$ cat src/rtl/prog_loader.sv
// Boot-time program loader: takes a byte stream (2-byte word count, then
// big-endian words), writes the words to memory from address 0, then
// releases the processor through cpu_run.
//
// state | meaning
// ------+--------------------------------------------------------------
// HDR0  | waiting for word-count high byte (reset state)
// HDR1  | waiting for word-count low byte, then length check
// DATA  | assembling the current word one byte per accept
// WRITE | single-cycle memory write of the assembled word
// DONE  | program loaded, cpu_run high, stream refused
// ERR   | header length too large for memory, stream refused
module prog_loader #(
  parameter int ADDR_W = 12,
  parameter int DATA_W = 16
) (
  input  logic              clk,
  input  logic              rst_n,
  input  logic              in_valid,
  input  logic [7:0]        in_data,
  output logic              in_ready,
  output logic              mem_we,
  output logic [ADDR_W-1:0] mem_addr,
  output logic [DATA_W-1:0] mem_wdata,
  output logic              busy,
  output logic              cpu_run,
  output logic              err
);

  localparam int BPW    = DATA_W / 8;
  localparam int BCNT_W = (BPW > 1) ? $clog2(BPW) : 1;
  localparam logic [BCNT_W-1:0] BCNT_LAST = BCNT_W'(BPW - 1);
  localparam logic [31:0] N_MAX = 32'd1 << ADDR_W;

  typedef enum logic [2:0] {
    HDR0  = 3'd0,
    HDR1  = 3'd1,
    DATA  = 3'd2,
    WRITE = 3'd3,
    DONE  = 3'd4,
    ERR   = 3'd5
  } state_t;

  state_t              state;
  logic [15:0]         n_words;
  logic [ADDR_W:0]     widx;
  logic [BCNT_W-1:0]   bcnt;
  logic [DATA_W-1:0]   shreg;

  logic                accept;
  logic [15:0]         n_full;
  logic [DATA_W-1:0]   sh_next;
  logic [ADDR_W:0]     widx_next;

  // Byte-accept decode and next-value helpers; in_ready depends on state only.
  assign in_ready  = (state == HDR0) || (state == HDR1) || (state == DATA);
  assign accept    = in_valid && in_ready;
  assign n_full    = {n_words[15:8], in_data};
  assign sh_next   = (shreg << 8) | DATA_W'(in_data);
  assign widx_next = widx + (ADDR_W + 1)'(1);

  // Loader FSM with registered outputs; the write address/data are captured
  // on the accept of a word's last byte so they are valid during WRITE and
  // then hold until the next write.
  always_ff @(posedge clk or negedge rst_n) begin
    if (!rst_n) begin
      state     <= HDR0;
      n_words   <= '0;
      widx      <= '0;
      bcnt      <= '0;
      shreg     <= '0;
      mem_we    <= 1'b0;
      mem_addr  <= '0;
      mem_wdata <= '0;
      busy      <= 1'b0;
      cpu_run   <= 1'b0;
      err       <= 1'b0;
    end else begin
      mem_we <= 1'b0;
      case (state)
        HDR0: begin
          if (accept) begin
            n_words[15:8] <= in_data;
            state         <= HDR1;
          end
        end
        HDR1: begin
          if (accept) begin
            n_words[7:0] <= in_data;
            if (n_full == 16'd0) begin
              state   <= DONE;
              cpu_run <= 1'b1;
            end else if (32'(n_full) > N_MAX) begin
              state <= ERR;
              err   <= 1'b1;
            end else begin
              widx  <= '0;
              bcnt  <= '0;
              busy  <= 1'b1;
              state <= DATA;
            end
          end
        end
        DATA: begin
          if (accept) begin
            shreg <= sh_next;
            bcnt  <= bcnt + BCNT_W'(1);
            if (bcnt == BCNT_LAST) begin
              mem_we    <= 1'b1;
              mem_addr  <= widx[ADDR_W-1:0];
              mem_wdata <= sh_next;
              state     <= WRITE;
            end
          end
        end
        WRITE: begin
          widx <= widx_next;
          bcnt <= '0;
          if (32'(widx_next) == 32'(n_words)) begin
            busy    <= 1'b0;
            cpu_run <= 1'b1;
            state   <= DONE;
          end else begin
            state <= DATA;
          end
        end
        DONE: ;
        ERR:  ;
        default: state <= HDR0;
      endcase
    end
  end

endmodule
$ cat config.mk
export PLATFORM = sky130hd
export DESIGN_NAME = prog_loader
export DESIGN_NICKNAME = d
export VERILOG_FILES = /design/src/rtl/prog_loader.sv
export SDC_FILE = /design/constraint.sdc
export NUM_CORES = 1
export LEC_CHECK = 0
export CAP_MARGIN = 20
export CORE_ASPECT_RATIO = 0.5
export CORE_MARGIN = 5
export CORE_UTILIZATION = 25
export DETAILED_ROUTE_END_ITERATION = 8
export PLACE_DENSITY = 0.42
export SETUP_SLACK_MARGIN = 0.1
export SYNTH_ARGS = -nofsm -noshare
export SYNTH_HDL_FRONTEND = slang
export SYNTH_SLANG_ARGS = --single-unit
$ cat constraint.sdc
create_clock -name clk -period 3.6 [get_ports clk]
set_clock_uncertainty 0.15 [all_clocks]
set_input_delay 1.08 -clock clk [delete_from_list [all_inputs] [get_ports clk]]
set_output_delay 1.08 -clock clk [all_outputs]
set_load 0.05 [all_outputs]
==> results.sh <==
export IMPL_critPathCaptureType="output port"
export IMPL_drtAntennaViolNets=0
export IMPL_grt_use_total_pct=11.2
export IMPL_cts_max_level=3
export IMPL_drt_initial_drc_count=105
export IMPL_max_cap_violations=0
export IMPL_cts_setup_buffers=0
export IMPL_finalNetCount=361
export IMPL_port_buffers=43
export IMPL_core_area_um2=13400
export IMPL_slew_violations=0
export IMPL_crit_path_max_incr_delay_ps=830
export IMPL_place_detailed_hpwl_mm=6.04
export IMPL_hp_class="flip-flop to flip-flop"
export IMPL_reg2reg_depth=7
export IMPL_critPathMaxFanout=10
export IMPL_clk_latency_ps=330
export IMPL_synth_area_per_cell_um2=11.7
export IMPL_ys_warn_count=0
export IMPL_worst_path_max_delay_cell="clkdlybuf4s50_1"
export IMPL_yosys_top_cells_area="dfrtp_1 54%, mux2_2 16%, xnor2_1 3.1%, o21ai_0 3.0%, nand2_1 2.3%"
export IMPL_rows=30
export IMPL_wl_mm=8.25
export IMPL_leakagePower_nw=1.90
export IMPL_finalHoldViolCount=0
export IMPL_grt_pass1_vias=2588
export IMPL_drive_gt1_share_pct=26.6
export IMPL_reg2reg_to="cpu_run$_DFFE_PN0P_"
export IMPL_finalSetupTns_ps=0
export IMPL_cts_buffers=9
export IMPL_syn_cell_area_um2=3370
export IMPL_synthCells=289
export IMPL_synth_ff_type="dfrtp_1"
export IMPL_regArea_um2=1830
export IMPL_yosysSeqAreaShare_pct=54.3
export IMPL_r2r_start="widx[0]$_DFFE_PN0P_"
export IMPL_die_w_um=174
export IMPL_root_buffer="clkbuf_16"
export IMPL_cts_sinks=73
export IMPL_dieArea_um2=16000
export IMPL_synth_most_common_cell="dfrtp_1"
export IMPL_cp_top_family="buffers and inverters"
export IMPL_dr_pass1_iters=4
export IMPL_finalSetupViolations=0
export IMPL_worst_slack_ps=337
export IMPL_gp_congestion=0.779
export IMPL_viasPerCell=4.47
export IMPL_synthToLayoutAreaGrowth_pct=29.4
export IMPL_cp_num_buf_inv=2
export IMPL_num_vias=2367
export IMPL_overflow=0
export IMPL_peakVddDrop_uv=225
export IMPL_multiInputGateArea_um2=1460
export IMPL_power_density_nw_per_um2=587
export IMPL_start_util_pct=25.2
export IMPL_antenna_found_initial=0
export IMPL_grt_max_degree=27
export IMPL_cp_arrival_ps=2030
export IMPL_ys_ff_latch=73
export IMPL_dp_slack_ps=197
export IMPL_wl_per_cell_um=15.6
export IMPL_antennaDiodeCount=0
export IMPL_synthTopCellsByCount="73 x dfrtp_1, 49 x mux2_2, 21 x nand2_1, 20 x o21ai_0, 19 x nor2_1"
export IMPL_path_class="flip-flop to output port"
export IMPL_ctsHoldBuffers=0
export IMPL_outcome="completed"
export IMPL_cts_tree="yes"
export IMPL_max_freq_mhz=306
export IMPL_path_clk_slew_ps=60
export IMPL_rrSetupSlack_ps=950
export IMPL_crit_required_ps=2370
export IMPL_cp_start_kind="flip-flop"
export IMPL_whs_endpoint="cpu_run$_DFFE_PN0P_"
export IMPL_fillers=1359
export IMPL_ctsResizeCount=0
export IMPL_synth_top_area_share_pct=54.3
export IMPL_cp_cell_sequence="nand2_1 > inv_1 > nor2_1 > clkdlybuf4s50_1"
export IMPL_hold_start="cpu_run$_DFFE_PN0P_"
export IMPL_fin_crit_sh_pct=90.6
export IMPL_min_period_ps=3260
export IMPL_worst_pin_slew_ps=870
export IMPL_ios=44
export IMPL_drc=0
export IMPL_synth_cell_types=45
export IMPL_die_h_um=92.1
export IMPL_synth_edff_count=0
export IMPL_async_reset_ff_share_pct=100
export IMPL_clockBufferDepth=2
export IMPL_syn_nets=301
export IMPL_synth_top_cell_by_area="dfrtp_1"
export IMPL_rsz0062_at_grt="false"
export IMPL_slew_headroom_pct=41.8
export IMPL_grt_pass1_wl_mm=14.2
export IMPL_whs_path_depth=1
state kept, by name, indices dropped and copies added, names as in the netlist, 3 cells and up:
signal	count
mem_wdata	16
n_words	16
mem_addr	12
widx	13
state	3
shreg	8
power by group:
group / leakage, nW / total (W) / internal (W) / switching [W]
registers: 0.915 / 0.00117 / 0.000964 / 0.000202
logic: 0.846 / 0.000583 / 0.000289 / 0.000294
clock network: 0.135 / 0.000808 / 0.000476 / 0.000332
total: 1.90 / 0.00256 / 0.00173 / 0.000827
area by class of cell:
cell class | instances | area share, %
timing repair buffer | 61 | 12.9
clock inverter | 4 | 0.460
tap | 176 | 5.06
sequential | 73 | 41.9
clock buffer | 11 | 5.57
multi-input combinational | 197 | 33.5
inverter | 7 | 0.603
routing by layer:
layer	track usage (%)	part of all wire [%]
met2	17.3	45
met3	2.80	2.7
met1	15.2	51
met4	4.15	1.2
met5	0	0
kinds of logic after synthesis:
group / after synthesis / synth area share (%)
XOR/XNOR: 18 / 4.68
AO/OA/AOI/OAI: 43 / 7.51
flip-flops: 73 / 54.3
multiplexers: 51 / 17.0
AND/OR/NAND/NOR: 84 / 13.7
adder cells (fa/ha/maj): 1 / 0.372
buffers and inverters: 19 / 2.42
worst register-to-register path, cell delays in order (launching register included):
cell and delay (ps):
dfrtp_1 490, ha_1 310, nand3_1 230, nor4_2 450
xnor2_1 160, nand4_1 120, nor4_2 510, or3_1 180
per-stage QoR:
step | utilization (%) | instance area [um^2] | hold slack (ps) | power [W] | std cells
6_report | 32.6 | 4360 | 320 | 0.00256 | 529
4_1_cts | 32.6 | 4360 | 324 | 0.00260 | 529
3_5_place_dp | 30.6 | 4090 | 308 | 0.00177 | 514
5_1_grt | 32.6 | 4360 | 352 | 0.00273 | 529
2_1_floorplan | - | 3370 | 320 | 0.00156 | 289
3_3_place_gp | 30.6 | 4090 | 312 | 0.00175 | 514
layout by cell type, fill, tap and decap left out, drive strengths merged, types with 11 or more instances in the layout:
master / n
dfrtp: 73
clkdlybuf4s50: 42
nand2: 21
buf: 19
o21ai: 21
nor2: 20
xnor2: 12
mux2: 50
clkbuf: 11
worst max path at each step:
stage / slack, ps / depth (start not counted) / startpoint / end
after floorplan: 900 / 7 / in_data[1] / widx[10]$_DFFE_PN0P_
after global placement: 320 / 9 / in_data[5] / widx[8]$_DFFE_PN0P_
after global routing: 240 / 4 / state[0]$_DFFE_PN0P_ / in_ready
after detailed placement: 200 / 9 / in_data[1] / widx[4]$_DFFE_PN0P_
after CTS: 320 / 4 / state[0]$_DFFE_PN0P_ / in_ready
final: 340 / 4 / state[0]$_DFFE_PN0P_ / in_ready
No activity file was read; power rests on OpenSTA's default activity.
